==> config.mk <==
export PLATFORM = sky130hd
export DESIGN_NAME = bus_capture_fifo
export DESIGN_NICKNAME = d
export VERILOG_FILES = /design/src/rtl/bus_pkg.sv /design/src/rtl/bus_capture_mem.sv /design/src/rtl/bus_capture_fifo.sv
export SDC_FILE = /design/constraint.sdc
export NUM_CORES = 1
export LEC_CHECK = 0
export BUFFER_PORTS_ARGS = -buffer_cell sky130_fd_sc_hd__buf_2
export CAP_MARGIN = 20
export CORE_MARGIN = 3
export CORE_UTILIZATION = 57
export DETAILED_ROUTE_END_ITERATION = 12
export PLACE_DENSITY = 0.88
export SYNTH_ARGS = -nofsm -noshare
export SYNTH_HDL_FRONTEND = slang
export SYNTH_SLANG_ARGS = --single-unit
==> constraint.sdc <==
create_clock -name clk -period 6.2 [get_ports clk]
set_input_delay 0.31 -clock clk [delete_from_list [all_inputs] [get_ports clk]]
set_output_delay 0.31 -clock clk [all_outputs]
set_load 0.005 [all_outputs]
==> src/rtl/bus_pkg.sv <==
// ---------------------------------------------------------------------------
// bus_pkg
// Shared definitions for the 8-bit tri-state data bus. The driver side and
// every receive-end capture FIFO use this package.
//   BUS_WIDTH     - data bus width in bits
//   CAPTURE_DEPTH - default number of entries in a receive-end FIFO
//   bus_word_t    - one bus word
// ---------------------------------------------------------------------------
package bus_pkg;

    localparam int BUS_WIDTH     = 8;
    localparam int CAPTURE_DEPTH = 4;

    typedef logic [BUS_WIDTH-1:0] bus_word_t;

endpackage : bus_pkg

==> src/rtl/bus_capture_mem.sv <==
// ---------------------------------------------------------------------------
// bus_capture_mem
// A DEPTH x WIDTH register array for the capture FIFO. It has one
// synchronous write port and one asynchronous read port. The array is not
// reset.
// Ports:
//   clk   - system clock
//   we    - write enable; wdata is stored at waddr on the rising edge
//   waddr - write address
//   wdata - write data
//   raddr - read address
//   rdata - array contents at raddr, combinational
// ---------------------------------------------------------------------------
module bus_capture_mem
    import bus_pkg::*;
#(
    parameter int WIDTH = BUS_WIDTH,
    parameter int DEPTH = CAPTURE_DEPTH
) (
    input  logic                     clk,
    input  logic                     we,
    input  logic [$clog2(DEPTH)-1:0] waddr,
    input  logic [WIDTH-1:0]         wdata,
    input  logic [$clog2(DEPTH)-1:0] raddr,
    output logic [WIDTH-1:0]         rdata
);

    logic [WIDTH-1:0] mem [DEPTH];

    always_ff @(posedge clk) begin
        if (we) begin
            mem[waddr] <= wdata;
        end
    end

    assign rdata = mem[raddr];

endmodule : bus_capture_mem

==> src/rtl/bus_capture_fifo.sv <==
// ---------------------------------------------------------------------------
// bus_capture_fifo
// The receive end of the shared data bus. When a source drives the bus and
// this destination is selected, the module samples the bus. Captured bytes
// go into a first-word-fall-through FIFO, and the downstream datapath reads
// them with a valid/ready handshake. If a capture arrives while the FIFO is
// full and no pop happens in the same cycle, the byte is dropped and the
// sticky overflow flag is set.
// Ports:
//   clk       - system clock
//   reset     - synchronous active-high reset
//   bus_in    - shared data bus at this destination
//   bus_drive - a source is driving bus_in this cycle
//   sel       - this destination is addressed
//   out_data  - head-of-FIFO byte (0 while empty)
//   out_valid - FIFO non-empty
//   out_ready - consumer accepts out_data this cycle
//   count     - occupancy, 0..DEPTH
//   full      - count == DEPTH
//   overflow  - sticky, set when a capture is dropped
// ---------------------------------------------------------------------------
module bus_capture_fifo
    import bus_pkg::*;
#(
    parameter int WIDTH = BUS_WIDTH,
    parameter int DEPTH = CAPTURE_DEPTH
) (
    input  logic                   clk,
    input  logic                   reset,
    input  logic [WIDTH-1:0]       bus_in,
    input  logic                   bus_drive,
    input  logic                   sel,
    output logic [WIDTH-1:0]       out_data,
    output logic                   out_valid,
    input  logic                   out_ready,
    output logic [$clog2(DEPTH):0] count,
    output logic                   full,
    output logic                   overflow
);

    localparam int PTR_W = $clog2(DEPTH);
    localparam logic [PTR_W:0] COUNT_FULL = (PTR_W+1)'(DEPTH);

    logic [PTR_W-1:0] rptr;
    logic [PTR_W-1:0] wptr;
    logic [PTR_W:0]   count_q;
    logic             overflow_q;
    logic [WIDTH-1:0] rdata;

    logic cap;
    logic pop;
    logic wr_en;

    // While bus_drive is low, bus_in is undefined. Gating on bus_drive here
    // keeps those values out of storage and out of all state.
    assign cap   = bus_drive & sel;
    assign pop   = out_valid & out_ready;
    // When full, a write is still allowed if the head leaves in the same
    // cycle. The freed slot is the one the write pointer points at.
    assign wr_en = cap & (~full | pop);

    assign count     = count_q;
    assign full      = (count_q == COUNT_FULL);
    assign out_valid = (count_q != '0);
    assign overflow  = overflow_q;
    // Mask the storage read while empty so that out_data resets to 0 even
    // though the array itself is not reset.
    assign out_data  = out_valid ? rdata : '0;

    bus_capture_mem #(
        .WIDTH (WIDTH),
        .DEPTH (DEPTH)
    ) u_mem (
        .clk   (clk),
        .we    (wr_en & ~reset),
        .waddr (wptr),
        .wdata (bus_in),
        .raddr (rptr),
        .rdata (rdata)
    );

    always_ff @(posedge clk) begin
        if (reset) begin
            rptr       <= '0;
            wptr       <= '0;
            count_q    <= '0;
            overflow_q <= 1'b0;
        end else begin
            if (wr_en) begin
                wptr <= wptr + PTR_W'(1);
            end
            if (pop) begin
                rptr <= rptr + PTR_W'(1);
            end
            case ({wr_en, pop})
                2'b10:   count_q <= count_q + (PTR_W+1)'(1);
                2'b01:   count_q <= count_q - (PTR_W+1)'(1);
                default: count_q <= count_q;
            endcase
            if (cap & full & ~pop) begin
                overflow_q <= 1'b1;
            end
        end
    end

endmodule : bus_capture_fifo

=== After elaboration in Yosys (flattened, before gate mapping) ===
Memory sizes are Yosys's and may differ from the RTL's. A register that Yosys moved wholly into a read port is not among the register bits.
Cells that the tools add are included.

* $add $sub $neg: 4
* Equality and inequality tests: 3
* Muxes and demuxes: 6
* Bitwise logic cells: 10
* Reductions and logical operators: 2

{| class="wikitable"
|+ Operators with widths
! operator !! number
|-
| 8-bit 2-to-1 mux || 1
|-
| 1-bit bitwise AND || 6
|-
| 3-bit one-hot mux with 2 select lines || 1
|-
| 2-bit by 1-bit adder with 2-bit output, second input constant || 2
|-
| 2-bit 2-to-1 mux || 2
|-
| 3-bit by 1-bit adder with 3-bit output, second input constant || 1
|-
| 3-bit equality test, second input constant || 1
|-
| 1-bit inverter || 3
|-
| 3-bit nonzero test || 1
|-
| 3-bit by 1-bit subtractor with 3-bit output, second input constant || 1
|-
| 2-bit by 1-bit equality test with 1-bit output, second input constant || 1
|-
| 2-bit equality test, second input constant || 1
|-
| 1-bit 2-to-1 mux || 2
|-
| 2-bit nonzero test || 1
|-
| 1-bit OR || 1
|}

* Register bits after elaboration: 8
* RAM bits: 32
* Input port bits: 13
* Output and inout port bits: 14
* Logic and storage cells: 30
* Memories: 1

{| class="wikitable"
|+ Memory list
! name !! words !! width !! read ports !! clocked after Yosys merged registers in !! wr ports !! RTL line !! RTL
|-
| u_mem.mem || 4 || 8 || 1 || 1 || 1 || bus_capture_mem.sv:28 || <nowiki>logic [WIDTH-1:0] mem [DEPTH];</nowiki>
|}

=== Logic depth before layout (Yosys ltp) ===
* Depth in word-level cells: 7
* Gate-level depth with buffers: 9
* Depth with buffers taken out: 9

=== Modules after synthesis ===
From an unflattened synthesis, not the netlist that was laid out.

* Cell total of the unflattened synthesis: 103
* Area total of the unflattened synthesis: 1645.3 um^2

{| class="wikitable"
|+ Modules (own cells, without submodules)
! module !! times used !! cells each !! area each (um^2)
|-
| bus_capture_mem || 1 || 46 || 1188.6
|-
| bus_capture_fifo || 1 || 57 || 456.7
|}

=== Worst setup path after synthesis ===
No wires, ideal clock.

* Kind: flip-flop to flip-flop
* Start: register count_q[0], in the netlist count[0]
* End: register count_q[2], in the netlist count[2]
* Setup time: 0.070 ns
* Arrival time: 1.962 ns
* Data required time: 6.130 ns
* Slack: 4.168 ns
* Cell stages (with the launch flop): 10
* Clock period less this slack: 2.032 ns
* Cells stage by stage: dfxtp_1 > nor3_1 > clkbuf_2 > nor2_1 > ha_1 > inv_1 > fa_1 > xor2_1 > or3_1 > a21oi_1

* Cells in the longest elaborated chain, start to end: 6
* Elaborated cells between the ends (all ways): 12
* Classes of those cells: add/sub (2); eq/ne (3); mux (1); bitwise (4); reduce/logical (2)

{| class="wikitable"
|+ Ends and longest elaborated chain
! what !! RTL line !! RTL
|-
| from (decl) || bus_capture_fifo.sv:46 || <nowiki>logic [PTR_W:0] count_q;</nowiki>
|-
| from (signal assigned) || bus_capture_fifo.sv:96 || <nowiki>2'b10: count_q <= count_q + (PTR_W+1)'(1);</nowiki>
|-
| from (signal assigned) || bus_capture_fifo.sv:97 || <nowiki>2'b01: count_q <= count_q - (PTR_W+1)'(1);</nowiki>
|-
| from (signal assigned) || bus_capture_fifo.sv:98 || <nowiki>default: count_q <= count_q;</nowiki>
|-
| 3-bit nonzero test * || bus_capture_fifo.sv:64 || <nowiki>assign out_valid = (count_q != '0);</nowiki>
|-
| 1-bit bitwise AND * || bus_capture_fifo.sv:57 || <nowiki>assign pop = out_valid & out_ready;</nowiki>
|-
| named net pop || bus_capture_fifo.sv:51 || <nowiki>logic pop;</nowiki>
|-
| 1-bit OR || bus_capture_fifo.sv:60 || <nowiki>assign wr_en = cap & (~full | pop);</nowiki>
|-
| 1-bit bitwise AND || bus_capture_fifo.sv:60 ||
|-
| 2-bit by 1-bit equality test with 1-bit output / 2-bit equality test (equally long branches) || bus_capture_fifo.sv:95 || <nowiki>case ({wr_en, pop})</nowiki>
|-
| 3-bit one-hot mux with 2 select lines / 2-bit nonzero test (equally long branches) || - ||
|}

The timed path passes the listed nets; every way through them passes the cells marked *.
A chain may end at the register's enable or synchronous reset.

=== Final worst setup path ===
* Start: register count_q[2], in the netlist count[2]
* End: register count_q[2], in the netlist count[2]

* Cells in the longest elaborated chain, start to end: 6
* Elaborated cells between the ends (all ways): 12
* Classes of those cells: add/sub (2); eq/ne (3); mux (1); bitwise (4); reduce/logical (2)

{| class="wikitable"
|+ Ends and longest elaborated chain
! what !! RTL line
|-
| 3-bit nonzero test / 3-bit equality test (equally long branches) || bus_capture_fifo.sv:64, bus_capture_fifo.sv:63
|-
| 1-bit bitwise AND / 1-bit inverter (equally long branches) || bus_capture_fifo.sv:57, bus_capture_fifo.sv:60
|-
| 1-bit OR || bus_capture_fifo.sv:60
|-
| 1-bit bitwise AND || bus_capture_fifo.sv:60
|-
| 2-bit by 1-bit equality test with 1-bit output / 2-bit equality test (equally long branches) || bus_capture_fifo.sv:95
|-
| 3-bit one-hot mux with 2 select lines / 2-bit nonzero test (equally long branches) || -
|}

Several ways; a longest one is shown, not always the timed one.

==> flow_summary_export.csv <==
group,metric,value,unit
timing,fin_setup_tns,0,ps
place,dpl-instance-area,1906,um^2
yosys,syn_area,1754,um^2
timing,slew_headroom,63.12,%
clock_network,cts_hold_buf,0,
power_and_ir_drop,power.leakage,0.7257,nW
clock_network,cts-resized-gates,0,
route,wl_per_cell,17.82,um
timing,layout_min_cycle_time,2243,ps
setup_path,path_cells,"nor3b_4 > a21oi_2 > inv_1 > ha_1 > inv_1 > fa_1 > xor2_1 > or3_1 > a21oi_1",
setup_path,critPathTopFamily,"simple AND/OR/NAND/NOR gates",
route,drc,0,
clock_network,cts_sinks,42,
job,cap_viol_max_count,0,
place,dpl.hpwl,2.173,mm
floorplanning,die_area,3779,um^2
route,first_iter_violations,38,
clock_network,cts_buffer_depth,2,
yosys,synth_cell_types,25,
layout,design_area,1956,um^2
setup_path,cp-start-kind,"register",
timing,tightestPinTransition,552.5,ps
setup_path,reg2reg_depth,9,
timing,hold_viol,0,
setup_path,crit_cells,9,
timing,skew,11.51,ps
route,drtPass1Iterations,4,
clock_network,path_clk_slew,120,ps
yosys,yosysWarnings,0,
layout,syn2layout_area_growth,11.48,%
global_route,met3_usage,3.774,%
floorplanning,start_util,61.49,%
yosys,ys_seq_elements,42,
timing,clock.fmax,445.8,MHz
global_route,grt_pass1_wl,4.533,mm
clock_network,ctsHtreeMaxLevel,2,
floorplanning,die_x,61.48,um
global_route,grt.busiest_layer,"met2",
yosys,seq_area_frac_synth,66.19,%
timing,period_share,36.18,%
run_status,status,"completed",
setup_path,worst-path-buf-inv,2,
timing,setup_violations,0,
power_and_ir_drop,vdd_ir_drop_max,0.1740,mV
route,via_count,988,
global_route,grt_pass1_vias,982,
layout,antenna_cells,0,
setup_path,worstPathArrival,2530,ps
timing,rsz0062_at_grt,"false",
clock_network,clk_latency,350,ps
place,io_buffers,26,
setup_path,cp.required,6480,ps
global_route,antenna_found_initial,0,
setup_path,cp_max_fo,5,
global_route,use_met1,21.99,%
min_path,min_path_type,"in -> reg",
clock_network,cts_tree,"built",
route,vias_per_cell,5.711,
clock_network,cts_buffers,5,
global_route,use_met2,30.21,%
layout,fin_nets,160,
clock_network,root_buffer,"clkbuf_4",
global_route,grt-ovfl-total,0,
floorplanning,die_h,61.48,um
route,ant_nets,0,
setup_path,cp_slowest_cell,"dfxtp_1",
yosys,synth_nets,130,
timing,maxSlewViolCount,0,
route,routed_wl,3.082,mm
floorplanning,io_pins,27,
global_route,grt_max_degree,15,
yosys,synth_area_per_cell,15.80,um^2
global_route,grt_usage,18.24,%
setup_path,slowest_delay,410,ps
yosys,syn_inst,111,
power_and_ir_drop,powerDensity,346.9,nW/um^2
setup_path,cp-end-kind,"register",
floorplanning,coreArea,2853,um^2
layout,final_layout_size_suffix_gt1_share,30.99,%
floorplanning,rows,19,
clock_network,post_cts_buffers,0,
place,routabilityCongestion,0.7634,
setup_path,crit_type,"reg -> reg",
min_path,holdPathStages,1,
setup_path,crit_top_cell,"inv_1",
## metrics by stage
step	std cells	total power, mW	setup slack (ps)	hold slack [ps]	utilization [%]
detailed placement	165	0.5613	4026	513.6	66.80
CTS	173	0.6844	3951	163.1	68.55
finish	173	0.6785	3957	175.7	68.55
floorplan	111	0.4822	4168	408.9	-
global placement	165	0.5457	4179	477.8	66.80
global route	173	0.7170	3821	153.1	68.55
## Yosys cell counts
cell type | count | share of area [%]
clkbuf_2 | 2 | 0.57
nand2_1 | 2 | 0.43
buf_6 | 1 | 0.64
xor2_1 | 2 | 1.0
clkbuf_1 | 1 | 0.21
mux2_4 | 1 | 0.86
a21oi_1 | 5 | 1.4
dfxtp_1 | 10 | 11
or3_1 | 3 | 1.1
nor2_1 | 6 | 1.3
a21oi_2 | 1 | 0.50
mux4_2 | 8 | 10
nor3b_4 | 1 | 1.1
nand2b_1 | 2 | 0.71
and2_1 | 4 | 1.4
o21ai_0 | 3 | 0.86
edfxtp_1 | 32 | 55
nor2b_1 | 9 | 3.2
a41o_1 | 1 | 0.57
inv_1 | 8 | 1.7
a211oi_1 | 1 | 0.43
ha_1 | 5 | 3.6
fa_1 | 1 | 1.1
mux2i_1 | 1 | 0.57
nor3_1 | 1 | 0.29
## registers in the layout, summed over array words and instances, names as in the netlist, named ones only
name       flops
count          3
overflow       1
wptr           2
u_mem.mem     32
rptr           2
## worst register-to-register path: cells and delay by family (launching register included)
| kind | cells | cell delay, ps |
|---|---|---|
| compound gates | 2 | 280 |
| xor+xnor | 1 | 170 |
| fa+ha+maj | 2 | 590 |
| buf+inv | 2 | 140 |
| flops | 1 | 410 |
| simple gates | 2 | 600 |
## cells in the final DEF, fill, tap and decap left out, types with 4 or more instances in the layout
master,synthesis,routed
edfxtp_1,32,32
buf_2,0,26
dfxtp_1,10,10
nor2b_1,9,9
inv_1,8,8
mux4_2,8,8
nor2_1,6,6
a21oi_1,5,5
ha_1,5,5
clkbuf_4,0,5
and2_1,4,4
## report_power, final
| part | switching [mW] | leakage [nW] | internal (mW) |
|---|---|---|---|
| sequential | 0.0297 | 0.371 | 0.320 |
| clock | 0.0838 | 0.0297 | 0.0427 |
| combinational | 0.0994 | 0.326 | 0.102 |
## layout make-up
class,count,area [um^2]
Tap cell,31,38.79
Inverter,8,30.03
Timing Repair Buffer,27,137.6
Sequential cell,42,1161
Clock buffer,6,41.29
Multi-Input combinational cell,57,538.0
Clock inverter,2,8.758
Fill cell,195,897.1
## path summary, 6_finish.rpt
kind,endpoint,slack [ps],from
setup / recovery,count[2]$_SDFFE_PP0P_,3960,count[2]$_SDFFE_PP0P_
hold / removal,u_mem.mem[1][3]$_DFFE_PP_,180,bus_in[3]
setup reg to reg,count[2]$_SDFFE_PP0P_,3960,count[2]$_SDFFE_PP0P_
hold reg to reg,wptr[1]$_SDFFE_PP0P_,530,wptr[1]$_SDFFE_PP0P_
## layer usage
layer | vias to the layer above | part of all wire [%]
met2 | 32 | 53
met3 | 8 | 5.1
met4 | 0 | 2.4
met1 | 482 | 39
met5 | - | 0
li1 | 466 | -
## cell families after synthesis
family	after synthesis	share of synthesized area (%)
multiplexers	10	11.70
adder cells (fa/ha/maj)	6	4.708
AND/OR/NAND/NOR	28	9.486
flip-flops	42	66.19
XOR/XNOR	2	0.9988
buffers and inverters	12	3.138
AO/OA/AOI/OAI	11	3.780
No activity file was read; power rests on OpenSTA's default activity.
